<file path="src/rtl/dm_bus_bridge.sv">
// Data-memory bus bridge: turns MEM-stage loads/stores into single word-aligned
// bus transactions with byte-lane enables, wait-state timeout and load extension.
module dm_bus_bridge #(
  parameter int TIMEOUT = 255
) (
  input  logic        clk,
  input  logic        reset,
  input  logic        cpu_req,
  input  logic        cpu_we,
  input  logic [31:0] cpu_addr,
  input  logic [31:0] cpu_wdata,
  input  logic [2:0]  cpu_dmtype,
  output logic [31:0] cpu_rdata,
  output logic        cpu_stall,
  output logic        cpu_err,
  output logic        bus_req,
  output logic        bus_we,
  output logic [31:0] bus_addr,
  output logic [3:0]  bus_be,
  output logic [31:0] bus_wdata,
  input  logic        bus_ack,
  input  logic [31:0] bus_rdata
);

  typedef enum logic [1:0] {
    IDLE = 2'b00,
    BUSY = 2'b01,
    DONE = 2'b10,
    ERR  = 2'b11
  } state_t;

  // The counter only ever holds 0..TIMEOUT-1; reaching TIMEOUT leaves BUSY.
  localparam int CW = (TIMEOUT > 1) ? $clog2(TIMEOUT) : 1;
  localparam logic [CW-1:0] CNT_LAST = CW'((TIMEOUT > 0) ? TIMEOUT - 1 : 0);

  state_t        state_r, state_s;
  logic [CW-1:0] cnt_r, cnt_s;
  logic          legal_s, accept_s, load_ack_s;
  logic          bus_req_r, bus_we_r, cpu_err_r;
  logic [31:0]   bus_addr_r, bus_wdata_r, cpu_rdata_r;
  logic [3:0]    bus_be_r;
  logic [1:0]    off_r;
  logic [2:0]    type_r;

  function automatic logic access_legal(input logic [2:0] t, input logic [1:0] off);
    logic ok;
    case (t)
      3'b000:         ok = (off == 2'b00);
      3'b001, 3'b010: ok = (off[0] == 1'b0);
      3'b011, 3'b100: ok = 1'b1;
      default:        ok = 1'b0;
    endcase
    return ok;
  endfunction

  function automatic logic [3:0] lane_mask(input logic [2:0] t, input logic [1:0] off);
    logic [3:0] m;
    case (t)
      3'b000:         m = 4'b1111;
      3'b001, 3'b010: m = off[1] ? 4'b1100 : 4'b0011;
      3'b011, 3'b100: m = 4'b0001 << off;
      default:        m = 4'b0000;
    endcase
    return m;
  endfunction

  function automatic logic [31:0] lane_data(input logic [2:0] t, input logic [31:0] d);
    logic [31:0] r;
    case (t)
      3'b001, 3'b010: r = {2{d[15:0]}};
      3'b011, 3'b100: r = {4{d[7:0]}};
      default:        r = d;
    endcase
    return r;
  endfunction

  function automatic logic [31:0] load_extend(input logic [2:0] t, input logic [1:0] off,
                                              input logic [31:0] d);
    logic [31:0] sh;
    logic [31:0] r;
    sh = d >> {off, 3'b000};
    case (t)
      3'b001:  r = {{16{sh[15]}}, sh[15:0]};
      3'b010:  r = {16'h0000, sh[15:0]};
      3'b011:  r = {{24{sh[7]}}, sh[7:0]};
      3'b100:  r = {24'h000000, sh[7:0]};
      default: r = sh;
    endcase
    return r;
  endfunction

  assign legal_s = access_legal(cpu_dmtype, cpu_addr[1:0]);

  // Next-state, wait counter and accept/ack strobes.
  always_comb begin
    state_s    = state_r;
    cnt_s      = cnt_r;
    accept_s   = 1'b0;
    load_ack_s = 1'b0;
    case (state_r)
      IDLE: begin
        if (cpu_req) begin
          if (legal_s) begin
            state_s  = BUSY;
            accept_s = 1'b1;
            cnt_s    = '0;
          end else begin
            state_s = ERR;
          end
        end else begin
          state_s = IDLE;
        end
      end
      BUSY: begin
        // An ack in the same cycle the counter expires still completes normally.
        if (bus_ack) begin
          state_s    = DONE;
          cnt_s      = '0;
          load_ack_s = ~bus_we_r;
        end else if ((TIMEOUT > 0) && (cnt_r == CNT_LAST)) begin
          state_s = ERR;
          cnt_s   = '0;
        end else if (TIMEOUT > 0) begin
          cnt_s = cnt_r + CW'(1);
        end else begin
          cnt_s = cnt_r;
        end
      end
      DONE:    state_s = IDLE;
      ERR:     state_s = IDLE;
      default: state_s = IDLE;
    endcase
  end

  // State, counter and the per-state registered strobes.
  always_ff @(posedge clk or negedge reset) begin
    if (!reset) begin
      state_r   <= IDLE;
      cnt_r     <= '0;
      bus_req_r <= 1'b0;
      cpu_err_r <= 1'b0;
    end else begin
      state_r   <= state_s;
      cnt_r     <= cnt_s;
      bus_req_r <= (state_s == BUSY);
      cpu_err_r <= (state_s == ERR);
    end
  end

  // Capture the bus-side view of an accepted request; held until the next accept.
  always_ff @(posedge clk or negedge reset) begin
    if (!reset) begin
      bus_we_r    <= 1'b0;
      bus_addr_r  <= 32'h0000_0000;
      bus_be_r    <= 4'b0000;
      bus_wdata_r <= 32'h0000_0000;
      off_r       <= 2'b00;
      type_r      <= 3'b000;
    end else if (accept_s) begin
      bus_we_r    <= cpu_we;
      bus_addr_r  <= {cpu_addr[31:2], 2'b00};
      bus_be_r    <= lane_mask(cpu_dmtype, cpu_addr[1:0]);
      bus_wdata_r <= lane_data(cpu_dmtype, cpu_wdata);
      off_r       <= cpu_addr[1:0];
      type_r      <= cpu_dmtype;
    end else begin
      bus_we_r    <= bus_we_r;
      bus_addr_r  <= bus_addr_r;
      bus_be_r    <= bus_be_r;
      bus_wdata_r <= bus_wdata_r;
      off_r       <= off_r;
      type_r      <= type_r;
    end
  end

  // Load result register, updated only on a load ack.
  always_ff @(posedge clk or negedge reset) begin
    if (!reset) begin
      cpu_rdata_r <= 32'h0000_0000;
    end else if (load_ack_s) begin
      cpu_rdata_r <= load_extend(type_r, off_r, bus_rdata);
    end else begin
      cpu_rdata_r <= cpu_rdata_r;
    end
  end

  // Stall must track cpu_req in the same cycle, so it is decoded from state.
  assign cpu_stall = reset & cpu_req & ((state_r == IDLE) | (state_r == BUSY));
  assign cpu_rdata = cpu_rdata_r;
  assign cpu_err   = cpu_err_r;
  assign bus_req   = bus_req_r;
  assign bus_we    = bus_we_r;
  assign bus_addr  = bus_addr_r;
  assign bus_be    = bus_be_r;
  assign bus_wdata = bus_wdata_r;

endmodule

</file>
<file path="config.mk">
export PLATFORM = sky130hd
export DESIGN_NAME = dm_bus_bridge
export DESIGN_NICKNAME = d
export VERILOG_FILES = /design/src/rtl/dm_bus_bridge.sv
export SDC_FILE = /design/constraint.sdc
export NUM_CORES = 1
export LEC_CHECK = 0
export CAP_MARGIN = 40
export CELL_PAD_IN_SITES_DETAIL_PLACEMENT = 1
export CELL_PAD_IN_SITES_GLOBAL_PLACEMENT = 1
export CORE_UTILIZATION = 35
export DETAILED_ROUTE_END_ITERATION = 12
export GPL_TIMING_DRIVEN = 1
export PLACE_DENSITY_LB_ADDON = 0.3
export SYNTH_ARGS = -nofsm -noshare
export SYNTH_HDL_FRONTEND = slang
export SYNTH_SLANG_ARGS = --single-unit
</file>
<file path="constraint.sdc">
create_clock -name clk -period 2 [get_ports clk]
set_clock_uncertainty 0.1 [all_clocks]
set_input_delay 0.6 -clock clk [delete_from_list [all_inputs] [get_ports clk]]
set_output_delay 0.6 -clock clk [all_outputs]
set_load 0.01 [all_outputs]
</file>
==> impl_metrics.tcl, run 1 <==
set metrics [dict create \
    run_status "complete, no violations" \
    die_h_um 133 \
    cp.arrival_ps 2190 \
    yosysMostFrequentCell "dfrtp_1" \
    timing.final.hold_violations 0 \
    placed_area_mm2 0.00853 \
    fraction_of_final_layout_cells_with_drive_strength_greater_than_1 0.255 \
    cellPowerDensity_mw_per_mm2 1450 \
    ys.warnings.count 0 \
    effective_utilization_at_floorplan 0.361 \
    final.setup.tns_ps 0 \
    vias 4998 \
    wire_per_inst_um 20.1 \
    layout.nets 862 \
    yosysUniqueCellTypes 53 \
    post-synth-top-area-cell "dfrtp_1" \
    cts_hold_repair.buffers 0 \
    drt_wl_total_um 19900 \
    drc_errors 0 \
    worst_slew_margin_rel 0.650 \
    grt_pass1_wl_um 31500 \
    area.growth.synth_to_final_pct 53.3 \
    rr_worst_depth 6 \
    die_area_mm2 0.0178 \
    timing.critical_path.required_ps 2210 \
    grt.overflow.total 0 \
    floorplan.rows 47 \
    cap_violations 0 \
    initial_antenna_violation_count 0 \
    die-width_um 133 \
    final_cells 989 \
    yosysSeqAreaShare 0.481 \
    clock_latency_ps 420 \
    hpwl_um 13900 \
    insertedDiodeCount 0 \
    leakage_power_nw 4.28 \
    critical_path.reg2reg.endpoint "bus_addr[16]" \
    leading_cell_types_by_total_area_after_synthesis "dfrtp_1 48%, mux2_4 17%, mux2i_1 4.8%, a21oi_1 4.6%, mux2_2 3.0%" \
    critPathCaptureType "register" \
    first_global_vias 5638 \
    worst-slew-pin-transition_ps 522 \
    track_usage 0.231 \
    postSynth.topFlopCell "dfrtp_1" \
    cts-root-to-sink-buffers 2 \
    post_synth_inst_count 504 \
    crit_type "register to register" \
    post-route-period-util 0.992 \
    shortest_clock_period_the_worst_path_allows_after_layout_ps 1980 \
    ant_nets 0 \
    globalplace.congestion 0.797 \
    cts_tree "built" \
    hold_class "primary input to asynchronous set/reset pin" \
    synth_edf_count 0 \
    h-tree-depth 4 \
    dr.first_iter.drc_count 169 \
    postSynthRegisterBits 116 \
    rsz0062_at_grt "yes" \
    root_buffer "clkbuf_16" \
    boundaryPins 208 \
    cts.reportedPaths.clkPinSlew_ps 60 \
    detail_route.vias_per_cell 5.05 \
    avgSynthCellArea_um2 12.0 \
    timing_max_transition_violations_final 0 \
    worst_ir_drop_vdd_mv 0.757 \
    worstSetupStartpointType "register" \
    cts_num_sinks 116 \
    design.core.area_mm2 0.0167 \
    maximum_number_of_pins_on_one_net_before_global_route_repair 82 \
    synth_largest_type_area_fraction 0.481 \
    async_reset_ff_frac 1.00 \
    r2r_start "state_r[0]" \
    place.port_buffers 205 \
    timing.critical_path.fanout_max 5 \
    post_synth_most_frequent_cells "116 x dfrtp_1, 68 x mux2_4, 56 x a21oi_1, 34 x nor2_1" \
    final_non_filler_cell_area_mm2 0.00924 \
    report.power.total_mw 13.4 \
    number_of_setup_violations_in_the_final_report 0 \
    reg2reg_slack_ps 20 \
    dp_cells 943 \
    max_freq_mhz 504 \
    numCtsBuffers 17 \
    critPathLaunch "state_r[0]" \
    mappedNetlistArea_mm2 0.00603 \
    detail_route.first_pass.iterations 4 \
]
## placed cells by master, fill, tap and decap left out, types with 3 or more instances in the layout
cell,instances
a31oi_1,4
nor3_1,3
dlygate4sd2_1,101
xor2_1,3
buf_6,10
buf_12,8
inv_6,6
mux2_2,8
mux2_4,76
inv_1,23
clkdlybuf4s50_1,97
nor2_1,33
nor2b_1,6
dfrtp_1,115
o22ai_1,5
clkinv_4,3
buf_4,40
nand2_1,29
a221oi_1,8
mux2i_1,28
o21ai_0,19
clkbuf_16,17
nand3_1,4
o2bb2ai_1,7
a21oi_1,56
## what timing repair did
item,CTS,global route
setup buffers,16,0
gates cloned,3,0
endpoints found under the setup margin,182,48
pin swaps,4,2
resized for setup,135,8
## routing by layer
layer / vias up / share of wire / track usage
met4: 0 / 0.020 / 0.0909
li1: 2287 / - / -
met3: 29 / 0.052 / 0.0510
met2: 170 / 0.51 / 0.403
met5: - / 0 / 0
met1: 2512 / 0.41 / 0.275
## power breakdown
part,internal [mW],total (mW),switching [mW],leakage [nW]
clock network,1.87,3.11,1.24,0.288
registers,3.48,4.25,0.776,1.39
logic,3.28,6.05,2.76,2.60
total,8.63,13.4,4.78,4.28
## logic make-up (layout without fill, tap and decap cells)
group           after synthesis  after routing  synth area share
other cells                   1              2          0.000622
fa+ha+maj                     2              2           0.00415
mux                         113            113             0.247
buf+inv                      56            320            0.0639
simple gates                 95             95            0.0764
flops                       116            116             0.481
compound gates              117            117             0.120
xor+xnor                      4              4           0.00581
## through the flow
step	util	worst slack, ps	hold WS (ps)
after floorplan	-	-43.2	204
after global placement	0.511	-594	364
after CTS	0.557	12.2	176
after global routing	0.553	-19.7	205
final	0.553	15.3	172
after detailed placement	0.511	-700	373
## layout make-up
type | count | area (µm²)
tap | 220 | 275
timing repair buffer | 265 | 2560
sequential | 116 | 2900
fill | 1799 | 7460
multi-input combinational | 333 | 2820
inverter | 23 | 86.3
clock inverter | 15 | 170
clock buffer | 17 | 425
## critical path, stage by stage, from the launching register on
cell and delay, ps:
dfrtp_1 380, or3b_4 430, o21ba_4 290, buf_6 140
buf_12 120, buf_16 120, mux2_4 290
## flip-flops by register name, indices dropped and copies added (netlist names)
name	flops
type_r	3
bus_we	1
bus_wdata	32
bus_addr	30
bus_req	1
bus_be	4
cpu_err	1
cpu_rdata	32
cnt_r	8
off_r	2
state_r	2
## how the worst max path moves through the flow
stage,cells after the start,endpoint
after global routing,6,bus_addr[16]
after detailed placement,6,bus_wdata[31]
final,6,bus_addr[16]
after floorplan,6,bus_wdata[16]
after global placement,7,bus_addr[7]
after CTS,2,cpu_stall
Power figures use the tool's default switching activity.
==> inputs of run 2 (changes only) <==
--- a/config.mk
+++ b/config.mk
@@ -9,6 +9,7 @@
 export CELL_PAD_IN_SITES_DETAIL_PLACEMENT = 1
 export CELL_PAD_IN_SITES_GLOBAL_PLACEMENT = 1
 export CORE_UTILIZATION = 35
+export CTS_CLUSTER_SIZE = 12
 export DETAILED_ROUTE_END_ITERATION = 12
 export GPL_TIMING_DRIVEN = 1
 export PLACE_DENSITY_LB_ADDON = 0.3
==> results of run 2 <==
Final layout, timing and power as in run 1 (identical DEF).
==> inputs of run 3 (changes only) <==
--- a/config.mk
+++ b/config.mk
@@ -5,10 +5,10 @@
 export SDC_FILE = /design/constraint.sdc
 export NUM_CORES = 1
 export LEC_CHECK = 0
-export CAP_MARGIN = 40
+export ABC_AREA = 1
 export CELL_PAD_IN_SITES_DETAIL_PLACEMENT = 1
 export CELL_PAD_IN_SITES_GLOBAL_PLACEMENT = 1
-export CORE_UTILIZATION = 35
+export CORE_UTILIZATION = 32
 export CTS_CLUSTER_SIZE = 12
 export DETAILED_ROUTE_END_ITERATION = 12
 export GPL_TIMING_DRIVEN = 1
==> run 3 against run 2 <==
Against the previous run:
- the flow now finishes with violations (design-rule violations)
- highest routed layer unchanged
- synthesized cell count grew 65%
- sequential share of layout area rose by 0.82 points
- critical path depth grew 5
- die area grew 7.7%
- combinational power is 9.6% lower
- final cell count is 32% higher
- core utilization shrank 5.6 points
- critical endpoint is now bus_wdata[24]
- sequential power decreased by 5.9%
- first-iteration DRC count rose by 40%
- non-clock buffer count shrank 14
- area after synthesis down 1.4%
- via count grew 22%
- largest cell class unchanged
==> impl_metrics.tcl, run 3 <==
set metrics [dict create \
    cp-endpoint "bus_wdata[24]" \
    area.growth.synth_to_final_pct 51.5 \
    hold_class "primary input to asynchronous set/reset pin" \
    timing.critical_path.fanout_max 6 \
    leakage_power_nw 5.03 \
    r2r_start "type_r[2]" \
    drt_wl_total_um 20500 \
    ff_latch_area_mm2 0.00290 \
    layout.nets 1171 \
    cellPowerDensity_mw_per_mm2 1400 \
    insertedDiodeCount 0 \
    cap_violations 0 \
    worst_slew_margin_rel 0.329 \
    dr.first_iter.drc_count 237 \
    synth_largest_type_area_fraction 0.488 \
    grt.overflow.total 0 \
    worst_ir_drop_vdd_mv 0.614 \
    yosysSeqAreaShare 0.488 \
    timing_max_transition_violations_final 0 \
    crit_type "primary input to register" \
    grt_pass1_wl_um 33300 \
    hpwl_um 14600 \
    mappedNetlistArea_mm2 0.00594 \
    yosysMostFrequentCell "nand2_1" \
    async_reset_ff_frac 1.00 \
    root_buffer "clkbuf_16" \
    track_usage 0.221 \
    rr_worst_depth 4 \
    detail_route.vias_per_cell 4.68 \
    final_cells 1306 \
    postSynthRegisterBits 116 \
    effective_utilization_at_floorplan 0.329 \
    vias 6106 \
    crit_top_cell "nand2_1" \
    reg2reg_slack_ps 180 \
    worstSetupStartpointType "primary input" \
    pwr-share-comb 0.435 \
    critPathLaunch "cpu_dmtype[2]" \
    design.core.area_mm2 0.0181 \
    yosysUniqueCellTypes 28 \
    dp_cells 1272 \
    clock_latency_ps 410 \
    post-route-period-util 0.981 \
    path_delay_family "buffers and inverters" \
    crit_buf_inv 4 \
    globalplace.congestion 0.838 \
    layout.cells.most_common_list "466 x nand2_1, 116 x dfrtp_1, 98 x clkdlybuf4s50_1" \
    worstSetupPathDepth 11 \
    cp.arrival_ps 2210 \
    fraction_of_final_layout_cells_with_drive_strength_greater_than_1 0.0984 \
    post_synth_most_frequent_cells "466 x nand2_1, 116 x dfrtp_1, 66 x nand3_1, 41 x inv_1, 38 x nor2_1" \
    leading_cell_types_by_total_area_after_synthesis "dfrtp_1 49%, nand2_1 29%, nand3_1 5.6%, inv_1 2.6%, nor2_1 2.4%" \
    die-width_um 138 \
    fillers 2285 \
    timing.critical_path.required_ps 2250 \
    failed_checks "design-rule violations" \
    number_of_setup_violations_in_the_final_report 0 \
    proportion_of_power_drawn_by_flip_flops_and_latches 0.318 \
    shortest_clock_period_the_worst_path_allows_after_layout_ps 1960 \
    post_synth_inst_count 833 \
    max_freq_mhz 510 \
    die_h_um 138 \
    run_status "finished, violations left" \
    critical_path.reg2reg.endpoint "cpu_rdata[9]" \
    timing.final.hold_violations 0 \
    numCtsBuffers 17 \
    fin_hold_ws_ps 244 \
    worst-slew-pin-transition_ps 997 \
    postSynth.topFlopCell "dfrtp_1" \
    cellInternalPower_mw 7.76 \
    wire_per_inst_um 15.7 \
    drc_errors 34 \
    crit_chain "clkdlybuf4s50_1, inv_2, nand2_2, nor2_2, buf_4, nand2_1, nand2_1, inv_1, nand2_1, nand2_2, nand2_1" \
    detail_route.first_pass.iterations 8 \
    max_stage_delay_ps 460 \
    crit_path_top_delay_cell "clkdlybuf4s50_1" \
    cts_tree "built" \
    layout.cells.most_common "nand2_1" \
    floorplan.rows 49 \
    ant_nets 0 \
    synth_edf_count 0 \
    multi_input_area_mm2 0.00266 \
    critPathCaptureType "register" \
    post-synth-top-area-cell "dfrtp_1" \
    h-tree-depth 4 \
    share_clk_of_total_power 0.247 \
    ys.warnings.count 0 \
    maximum_number_of_pins_on_one_net_before_global_route_repair 53 \
    cts_hold_repair.buffers 0 \
    die_area_mm2 0.0191 \
    first_global_vias 6559 \
    sw_frac_of_total 0.383 \
    p_switching_mw 4.81 \
    avgSynthCellArea_um2 7.13 \
    cts_num_sinks 116 \
    initial_antenna_violation_count 0 \
    boundaryPins 208 \
    place.port_buffers 205 \
    cts.reportedPaths.clkPinSlew_ps 50 \
    cts-root-to-sink-buffers 2 \
]
## run 3: cell type report
cell class                 instances  share of cell area
sequential                       116               0.322
multi-input combinational        634               0.295
timing repair buffer             251               0.266
clock buffer                      21              0.0511
tap                              229              0.0318
inverter                          45              0.0188
clock inverter                    10              0.0146
## run 3: power by group through the flow
stage	Combinational, mW	Sequential (mW)	Clock [mW]
6_report	5.47	4.00	3.10
3_3_place_gp	5.98	4.03	0
2_1_floorplan	2.56	4.41	0
5_1_grt	6.11	4.15	3.24
3_5_place_dp	6.11	4.05	0
4_1_cts	5.52	4.01	3.16
## run 3: metrics by stage
step / cell area, µm² / worst slack, ps / util / power, mW / setup TNS [ps]
2_1_floorplan: 5950 / 285 / - / 6.97 / 0
3_3_place_gp: 8440 / -450 / 0.467 / 10.0 / -25790
3_5_place_dp: 8440 / -471 / 0.467 / 10.2 / -29170
4_1_cts: 8900 / 0.201 / 0.492 / 12.7 / 0
5_1_grt: 9000 / -19.6 / 0.498 / 13.5 / -19.6
6_report: 9000 / 38.3 / 0.498 / 12.6 / 0
## run 3: logic make-up (layout without fill, tap and decap cells)
logic type	count (synthesis)	after routing	synth area share
adder cells (fa/ha/maj)	2	2	0.00421
AO/OA/AOI/OAI	28	28	0.0269
AND/OR/NAND/NOR	599	599	0.407
other	1	2	0.000631
flip-flops	116	116	0.488
buffers and inverters	84	327	0.0682
XOR/XNOR	3	3	0.00442
## run 3: layer usage
layer	part of all wire	up-vias	routed length, µm	track usage
li1	-	3005	-	-
met1	0.43	2928	8760	0.263
met2	0.49	148	10100	0.383
met3	0.061	25	1250	0.0620
met4	0.017	0	356	0.0739
met5	0	-	0	0
## run 3: how the worst min path moves through the flow
stage | end | slack (ps)
floorplan | bus_addr[10] | 200
global placement | bus_addr[12] | 360
detailed placement | bus_wdata[5] | 360
CTS | cpu_rdata[6] | 270
global route | cpu_rdata[3] | 280
finish | cpu_rdata[3] | 240
## run 3: timing repair
item | 4_1_cts | 5_1_grt
endpoints found under the setup margin | 97 | 84
cloned | 0 | 2
resized for setup | 101 | 14
buffers inserted | 0 | 1
pin swaps | 0 | 1
hold endpoints to repair | 0 | 0
## run 3: worst reg2reg max path, delay by kind of cell (launching register included)
family	cells	cell delay, ps
AND/OR/NAND/NOR	1	140
buffers and inverters	1	50
AO/OA/AOI/OAI	2	990
flip-flops	1	430
